<file path="config.mk">
export PLATFORM = sky130hd
export DESIGN_NAME = multicam_scanout_ctrl_flat
export DESIGN_NICKNAME = d
export VERILOG_FILES = /design/src/rtl/multicam_scanout_ctrl_if.sv /design/src/rtl/multicam_scanout_ctrl.sv /design/src/flat_wrapper.sv
export SDC_FILE = /design/constraint.sdc
export NUM_CORES = 1
export LEC_CHECK = 0
export BUFFER_PORTS_ARGS = -buffer_cell sky130_fd_sc_hd__buf_2
export CORE_MARGIN = 1
export CORE_UTILIZATION = 48
export CTS_CLUSTER_SIZE = 28
export DETAILED_ROUTE_END_ITERATION = 7
export GPL_ROUTABILITY_DRIVEN = 1
export PLACE_DENSITY = 0.81
export SYNTH_ARGS = -nofsm -noshare
export SYNTH_HDL_FRONTEND = slang
export SYNTH_SLANG_ARGS = --single-unit
</file>
<file path="constraint.sdc">
create_clock -name clk -period 3.2 [get_ports clk]
set_clock_uncertainty 0.2 [all_clocks]
set_input_delay 0 -clock clk [delete_from_list [all_inputs] [get_ports clk]]
set_output_delay 0 -clock clk [all_outputs]
set_load 0.05 [all_outputs]
</file>
<file path="src/rtl/multicam_scanout_ctrl_if.sv">
// Pixel-side bus of the multi-camera scanout controller: VGA decoder inputs,
// frame-buffer read port, freeze controls and the 4-bit colour outputs.
interface multicam_scanout_ctrl_if #(
    parameter int NUM_CH = 4,
    parameter int ADDR_W = 17
);
    logic                   DE;
    logic [9:0]             x_pixel;
    logic [9:0]             y_pixel;
    logic                   mode;
    logic [1:0]             ch_sel;
    logic [NUM_CH-1:0]      freeze_req;
    logic [NUM_CH*16-1:0]   rData;
    logic [ADDR_W-1:0]      rAddr;
    logic [NUM_CH-1:0]      den;
    logic [NUM_CH-1:0]      freeze;
    logic [NUM_CH-1:0]      freeze_done;
    logic [NUM_CH-1:0]      freeze_state;
    logic                   frame_tick;
    logic [3:0]             r_port;
    logic [3:0]             g_port;
    logic [3:0]             b_port;

    modport master (
        output DE, x_pixel, y_pixel, mode, ch_sel, freeze_req, rData,
        input  rAddr, den, freeze, freeze_done, freeze_state, frame_tick,
               r_port, g_port, b_port
    );

    modport slave (
        input  DE, x_pixel, y_pixel, mode, ch_sel, freeze_req, rData,
        output rAddr, den, freeze, freeze_done, freeze_state, frame_tick,
               r_port, g_port, b_port
    );
endinterface

</file>
<file path="src/rtl/multicam_scanout_ctrl.sv">
// Scanout controller: SINGLE (2x upscale) or QUAD (2x2 tiled) read addressing for
// up to four QVGA frame buffers, RGB565 to 4-bit VGA, and per-camera freeze timers.
module multicam_scanout_ctrl #(
    parameter int NUM_CH        = 4,
    parameter int IMG_W         = 320,
    parameter int IMG_H         = 240,
    parameter int ADDR_W        = 17,
    parameter int FREEZE_FRAMES = 120
) (
    input  logic                   clk,
    input  logic                   reset,
    multicam_scanout_ctrl_if.slave bus
);
    typedef enum logic {IDLE = 1'b0, FROZEN = 1'b1} frz_state_e;

    localparam logic [ADDR_W-1:0] W_A  = ADDR_W'(IMG_W);
    localparam logic [9:0]        W_X  = 10'(IMG_W);
    localparam logic [9:0]        H_Y  = 10'(IMG_H);
    localparam logic [9:0]        W2_X = 10'(2 * IMG_W);
    localparam logic [9:0]        H2_Y = 10'(2 * IMG_H);
    localparam logic [9:0]        FRZ  = 10'(FREEZE_FRAMES);

    logic                frame_tick_q, prev_zero_q, zero_now;
    logic                mode_q;
    logic [1:0]          ch_q;
    logic [ADDR_W-1:0]   addr_q, addr_d;
    logic [NUM_CH-1:0]   den_q, den_d;
    logic [1:0]          ch1_q, ch2_q, ch_d;
    logic                vld1_q, vld2_q, valid_d;
    logic                tile_x, tile_y;
    logic [9:0]          xs, ys;
    logic [15:0]         word;
    logic [3:0]          r_q, g_q, b_q;

    frz_state_e          st_q  [NUM_CH];
    frz_state_e          st_d  [NUM_CH];
    logic [9:0]          cnt_q [NUM_CH];
    logic [9:0]          cnt_d [NUM_CH];
    logic [NUM_CH-1:0]   done_q, done_d, frozen_w;

    assign zero_now = (bus.x_pixel == 10'd0) && (bus.y_pixel == 10'd0);

    // Stage 1 address generation; QUAD folds coordinates by subtraction.
    always_comb begin
        tile_x = bus.x_pixel >= W_X;
        tile_y = bus.y_pixel >= H_Y;
        if (mode_q) begin
            ch_d = {tile_y, tile_x};
            xs   = tile_x ? bus.x_pixel - W_X : bus.x_pixel;
            ys   = tile_y ? bus.y_pixel - H_Y : bus.y_pixel;
        end else begin
            ch_d = ch_q;
            xs   = {1'b0, bus.x_pixel[9:1]};
            ys   = {1'b0, bus.y_pixel[9:1]};
        end
        addr_d  = ADDR_W'(ys) * W_A + ADDR_W'(xs);
        valid_d = bus.DE && (bus.x_pixel < W2_X) && (bus.y_pixel < H2_Y)
                  && ({1'b0, ch_d} < 3'(NUM_CH));
        den_d   = '0;
        for (int c = 0; c < NUM_CH; c++) begin
            den_d[c] = valid_d && (ch_d == 2'(c));
        end
    end

    always_comb begin
        word = '0;
        for (int c = 0; c < NUM_CH; c++) begin
            if (ch2_q == 2'(c)) word = bus.rData[16*c +: 16];
        end
    end

    always_ff @(posedge clk) begin
        if (reset) begin
            frame_tick_q <= 1'b0;
            prev_zero_q  <= 1'b0;
            mode_q       <= 1'b0;
            ch_q         <= '0;
            addr_q       <= '0;
            den_q        <= '0;
            ch1_q        <= '0;
            ch2_q        <= '0;
            vld1_q       <= 1'b0;
            vld2_q       <= 1'b0;
            r_q          <= '0;
            g_q          <= '0;
            b_q          <= '0;
        end else begin
            frame_tick_q <= zero_now && !prev_zero_q;
            prev_zero_q  <= zero_now;
            if (frame_tick_q) begin
                mode_q <= bus.mode;
                ch_q   <= bus.ch_sel;
            end
            addr_q <= addr_d;
            den_q  <= den_d;
            ch1_q  <= ch_d;
            vld1_q <= valid_d;
            ch2_q  <= ch1_q;
            vld2_q <= vld1_q;
            r_q    <= vld2_q ? word[15:12] : 4'd0;
            g_q    <= vld2_q ? word[10:7]  : 4'd0;
            b_q    <= vld2_q ? word[4:1]   : 4'd0;
        end
    end

    // A request arriving with frame_tick loads the counter and skips that decrement.
    always_comb begin
        done_d = '0;
        for (int c = 0; c < NUM_CH; c++) begin
            st_d[c]  = st_q[c];
            cnt_d[c] = cnt_q[c];
            case (st_q[c])
                IDLE: begin
                    if (bus.freeze_req[c]) begin
                        st_d[c]  = FROZEN;
                        cnt_d[c] = FRZ;
                    end
                end
                FROZEN: begin
                    if (frame_tick_q) begin
                        if (cnt_q[c] == 10'd1) begin
                            st_d[c]   = IDLE;
                            cnt_d[c]  = '0;
                            done_d[c] = 1'b1;
                        end else begin
                            cnt_d[c] = cnt_q[c] - 10'd1;
                        end
                    end
                end
                default: st_d[c] = IDLE;
            endcase
        end
    end

    always_ff @(posedge clk) begin
        if (reset) begin
            for (int c = 0; c < NUM_CH; c++) begin
                st_q[c]  <= IDLE;
                cnt_q[c] <= '0;
            end
            done_q <= '0;
        end else begin
            for (int c = 0; c < NUM_CH; c++) begin
                st_q[c]  <= st_d[c];
                cnt_q[c] <= cnt_d[c];
            end
            done_q <= done_d;
        end
    end

    always_comb begin
        frozen_w = '0;
        for (int c = 0; c < NUM_CH; c++) begin
            frozen_w[c] = (st_q[c] == FROZEN);
        end
    end

    assign bus.rAddr        = addr_q;
    assign bus.den          = den_q;
    assign bus.freeze       = frozen_w;
    assign bus.freeze_state = frozen_w;
    assign bus.freeze_done  = done_q;
    assign bus.frame_tick   = frame_tick_q;
    assign bus.r_port       = r_q;
    assign bus.g_port       = g_q;
    assign bus.b_port       = b_q;
endmodule

</file>
<file path="src/flat_wrapper.sv">
// flat-port wrapper written by rule: the top's interface ports become plain ports
module multicam_scanout_ctrl_flat 
#(
    parameter int NUM_CH        = 4,
    parameter int IMG_W         = 320,
    parameter int IMG_H         = 240,
    parameter int ADDR_W        = 17,
    parameter int FREEZE_FRAMES = 120
)
  (clk, reset, bus_DE, bus_x_pixel, bus_y_pixel, bus_mode, bus_ch_sel, bus_freeze_req, bus_rData, bus_rAddr, bus_den, bus_freeze, bus_freeze_done, bus_freeze_state, bus_frame_tick, bus_r_port, bus_g_port, bus_b_port);
  multicam_scanout_ctrl_if #(.NUM_CH(NUM_CH), .ADDR_W(ADDR_W)) bus_i ();
  input  logic clk;
  input  logic reset;
  input wire logic [$bits(bus_i.DE)-1:0] bus_DE;
  input wire logic [$bits(bus_i.x_pixel)-1:0] bus_x_pixel;
  input wire logic [$bits(bus_i.y_pixel)-1:0] bus_y_pixel;
  input wire logic [$bits(bus_i.mode)-1:0] bus_mode;
  input wire logic [$bits(bus_i.ch_sel)-1:0] bus_ch_sel;
  input wire logic [$bits(bus_i.freeze_req)-1:0] bus_freeze_req;
  input wire logic [$bits(bus_i.rData)-1:0] bus_rData;
  output wire logic [$bits(bus_i.rAddr)-1:0] bus_rAddr;
  output wire logic [$bits(bus_i.den)-1:0] bus_den;
  output wire logic [$bits(bus_i.freeze)-1:0] bus_freeze;
  output wire logic [$bits(bus_i.freeze_done)-1:0] bus_freeze_done;
  output wire logic [$bits(bus_i.freeze_state)-1:0] bus_freeze_state;
  output wire logic [$bits(bus_i.frame_tick)-1:0] bus_frame_tick;
  output wire logic [$bits(bus_i.r_port)-1:0] bus_r_port;
  output wire logic [$bits(bus_i.g_port)-1:0] bus_g_port;
  output wire logic [$bits(bus_i.b_port)-1:0] bus_b_port;
  assign bus_i.DE = bus_DE;
  assign bus_i.x_pixel = bus_x_pixel;
  assign bus_i.y_pixel = bus_y_pixel;
  assign bus_i.mode = bus_mode;
  assign bus_i.ch_sel = bus_ch_sel;
  assign bus_i.freeze_req = bus_freeze_req;
  assign bus_i.rData = bus_rData;
  assign bus_rAddr = bus_i.rAddr;
  assign bus_den = bus_i.den;
  assign bus_freeze = bus_i.freeze;
  assign bus_freeze_done = bus_i.freeze_done;
  assign bus_freeze_state = bus_i.freeze_state;
  assign bus_frame_tick = bus_i.frame_tick;
  assign bus_r_port = bus_i.r_port;
  assign bus_g_port = bus_i.g_port;
  assign bus_b_port = bus_i.b_port;
  multicam_scanout_ctrl #(.NUM_CH(NUM_CH), .IMG_W(IMG_W), .IMG_H(IMG_H), .ADDR_W(ADDR_W), .FREEZE_FRAMES(FREEZE_FRAMES)) u_core (.clk(clk), .reset(reset), .bus(bus_i));
endmodule
</file>
==> impl_summary.txt <==
----------------------------------------------------
[Floorplanning]
  Total I/O pin count ... 140
  Core area ... 10370 sq um
  Area of the die ... around 11000 sq um
  Effective utilization at floorplan ... between 40% and 50%
  Site Rows ... 37
  Die width ... about 110 um
  Vertical die dimension ... about 110 um

[Final layout]
  Final standard cell count with taps included and fillers excluded ... 913
  Final core utilization ... 64.72%
  Most frequent cells in the layout ... buf_2, dfxtp_1, nor2_1
  Area growth from synthesis to layout ... 29.82%
  Count of nets after finishing ... 900
  Ratio of cells with drive above 1 in the final layout ... 25.10%
  Most common library cell in the layout ignoring fill and taps ... buf_2
  N_diodes ... 0

[Synth]
  Leading cell types by total area after synthesis ... dfxtp_1, ha_1, nor2_1, mux4_2, a21oi_1
  Netlist area before placement ... 5170 sq um
  Synthesized area per cell ... 8.674 sq um
  Number of register bits inferred by synthesis ... between 90 and 100
  Post-synth EDFFs ... 0
  Fraction of the yosys area taken by sequential cells ... 35.62%
  Synth area leader ... dfxtp_1
  Cell count after synthesis ... between 500 and 600
  Fraction of post-synthesis cell area in the top cell type by area ... 35.62%
  Number of synthesis warnings ... 0
  Net Count, Synth ... 724
  Asr flop ratio synth ... 0%
  Ys flop type ... dfxtp_1
  Number of distinct library cell variants in the gate-level netlist after synthesis ... 65

[Flow run]
  Total of max-cap violations ... 0

[Drt]
  Total wire length ... 13.49 mm
  Drt wl/cell ... 14.77 um
  Iter 0 DRT Violations ... 365
  DRC errors left ... 0
  Number of nets with antenna violations after routing ... 0
  Via count ... 5043
  Detail-routed via count per cell ... 5.524
  Drt pass-1 iters ... 5

[Global routing]
  Global-route wire length before repair ... 21.89 mm
  Total routing usage reported by global routing ... 24.52%
  Number of antenna violations at the first check in global routing ... 0
  GRT overflow ... 0
  Via count of the first global-routing pass ... 4836
  Pin count of the biggest net entering global routing ... 39

[Critical path]
  Register-to-register setup slack ... 150 ps
  Startpoint type of the worst setup path ... register
  Kind of end point of the critical path ... register
  Crit-path cells ... buf_6 -> o21a_1 -> o21ai_0 -> o21a_1 -> ha_1 -> ha_1 -> inv_1 -> o21ai_0 -> o211a_1 -> or3_1 -> a211o_1 -> a21oi_1
  Worst EP required ... 3300 ps
  Crit path DAT ... 3160 ps
  Crit path max fanout ... 18
  Critical path buffer and inverter count ... 2
  Family with the most delay on the worst path ... compound AO/OA/AOI/OAI gates
  Maximum cell stage delay along the critical path ... 400 ps
  Worst path slowest cell ... or3_1
  Setup Crit Path Kind ... reg2reg

[Placed design]
  Placer Congestion ... 0.8574
  Worst slack after detailed placement ... -43.74 ps
  Sum of net half-perimeters after detailed placement ... 9.349 mm
  Post-placement cell count ... between 800 and 900
  Number of buffers added on ports ... 123

[Hold path]
  Class of the tightest hold or removal check ... in2reg

[Timing]
  Final clock period utilization by the worst path ... 95.41%
  Worst slew slack as a fraction of its limit ... 50.02%
  Maximum clock frequency ... about 0.33 GHz
  Setup Viol. Count Final ... 0
  Sum Neg Setup Slack ... 0 ps
  Max-slew violations ... 0
  Fin. Hold Viols ... 0
  Post-layout min period ... between 3000 and 4000 ps
  Worst-margin pin slew ... 748.6 ps
  Slack of the critical path ... 146.9 ps

[CTS]
  CTS max path bufs ... 2
  CTS tree ... yes
  Clock latency at the later pin of the worst-skew pair ... 380 ps
  Register clock-pin slew on the reported worst setup and hold paths ... 90 ps
  Number of clock buffers inserted by TritonCTS ... 9
  Clk sink count ... 92
  Post CTS Setup Buffer Count ... 0
  H-tree levels ... 3
  Clock root cell ... clkbuf_8

[Power]
  Total power ... 0.002676 W
  Maximum VDD drop ... 0.0002622 V
  Static power due to leakage ... roughly 2.8 nW
  Power density cells ... roughly 400 nW/um^2

[Outcome]
  Outcome ... finished clean

----------------------------------------------------
==> layer usage <==
metal	up-vias	global-route usage (%)	routed length (um)
met2	123	42.62	6764
li1	2505	-	-
met4	0	9.127	269
met1	2388	28.40	5818
met3	27	7.112	633
met5	-	0	0
==> cells in the mapped netlist, types with 5 or more instances <==
master	number
a31oi_1	15
nor3_1	18
nand3_1	16
xor2_1	6
or4_1	5
nor3b_1	8
buf_2	6
xnor2_1	8
ha_1	32
nand2_1	38
a21oi_1	48
mux4_2	12
o21ai_0	37
clkbuf_1	12
inv_1	23
a311oi_1	12
nand4_1	5
nand2b_1	7
nor2b_1	22
mux2i_1	10
dfxtp_1	92
nor2_1	83
==> metrics by stage <==
| step | hold WS (ps) | area (sq um) |
|---|---|---|
| 6_report | 38.06 | 6711 |
| 5_1_grt | 38.03 | 6711 |
| 4_1_cts | 24.65 | 6663 |
| 3_5_place_dp | 61.73 | 5949 |
| 3_3_place_gp | 55.94 | 5949 |
| 2_1_floorplan | -56.06 | 5172 |
==> final timing paths <==
check                                         from                    end  cells after the start
worst max-delay path                 u_core.mode_q   u_core.bus.rAddr[16]                     12
worst max register to register       u_core.mode_q   u_core.bus.rAddr[16]                     12
worst min-delay path                bus_y_pixel[1]    u_core.bus.rAddr[6]                      4
worst min register to register  u_core.prev_zero_q  u_core.bus.frame_tick                      1
==> layout make-up <==
class,instances,area (sq um)
Fill cell,843,3659
Multi-Input combinational cell,454,3146
Sequential cell,92,1846
Timing Repair Buffer,192,1262
Tap cell,136,170.2
Clock buffer,11,141.4
Inverter,23,86.33
Clock inverter,5,60.06
==> cells by family after synthesis <==
group           after synthesis  share of synthesized area (%)
buf+inv                      50                          4.550
simple gates                234                          23.38
mux                          25                          7.817
fa+ha+maj                    34                          8.519
flops                        92                          35.62
xor+xnor                     14                          2.372
compound gates              147                          17.74
==> power by group <==
part | internal, W | switching (W) | total, W
clock | 0.000386 | 0.000429 | 0.000814
sequential | 0.00119 | 0.0000330 | 0.00122
combinational | 0.000261 | 0.000378 | 0.000639
total | 0.00184 | 0.000840 | 0.00268
==> worst min-delay path: cells and delay by family <==
kind,cells,cell delay [ps]
multiplexers,1,170
AND/OR/NAND/NOR,1,150
adder cells (fa/ha/maj),1,130
buffers and inverters,1,120
==> registers in the layout (all words and copies together), names as in the netlist, 2 cells and up <==
register,cells
u_core.bus.g_port,4
u_core.bus.r_port,4
u_core.bus.den,4
u_core.bus.rAddr,17
u_core.ch_q,2
u_core.ch1_q,2
u_core.cnt_q,40
u_core.bus.freeze_done,4
u_core.st_q,4
u_core.ch2_q,2
u_core.bus.b_port,4
==> timing repair <==
action | 4_1_cts | 5_1_grt
resized for setup | 2 | 13
pin swaps | 0 | 1
endpoints found under the setup margin | 2 | 6
endpoints found under the hold margin | 68 | 0
hold buffers | 50 | 0
(Power assumes the default switching activity.)
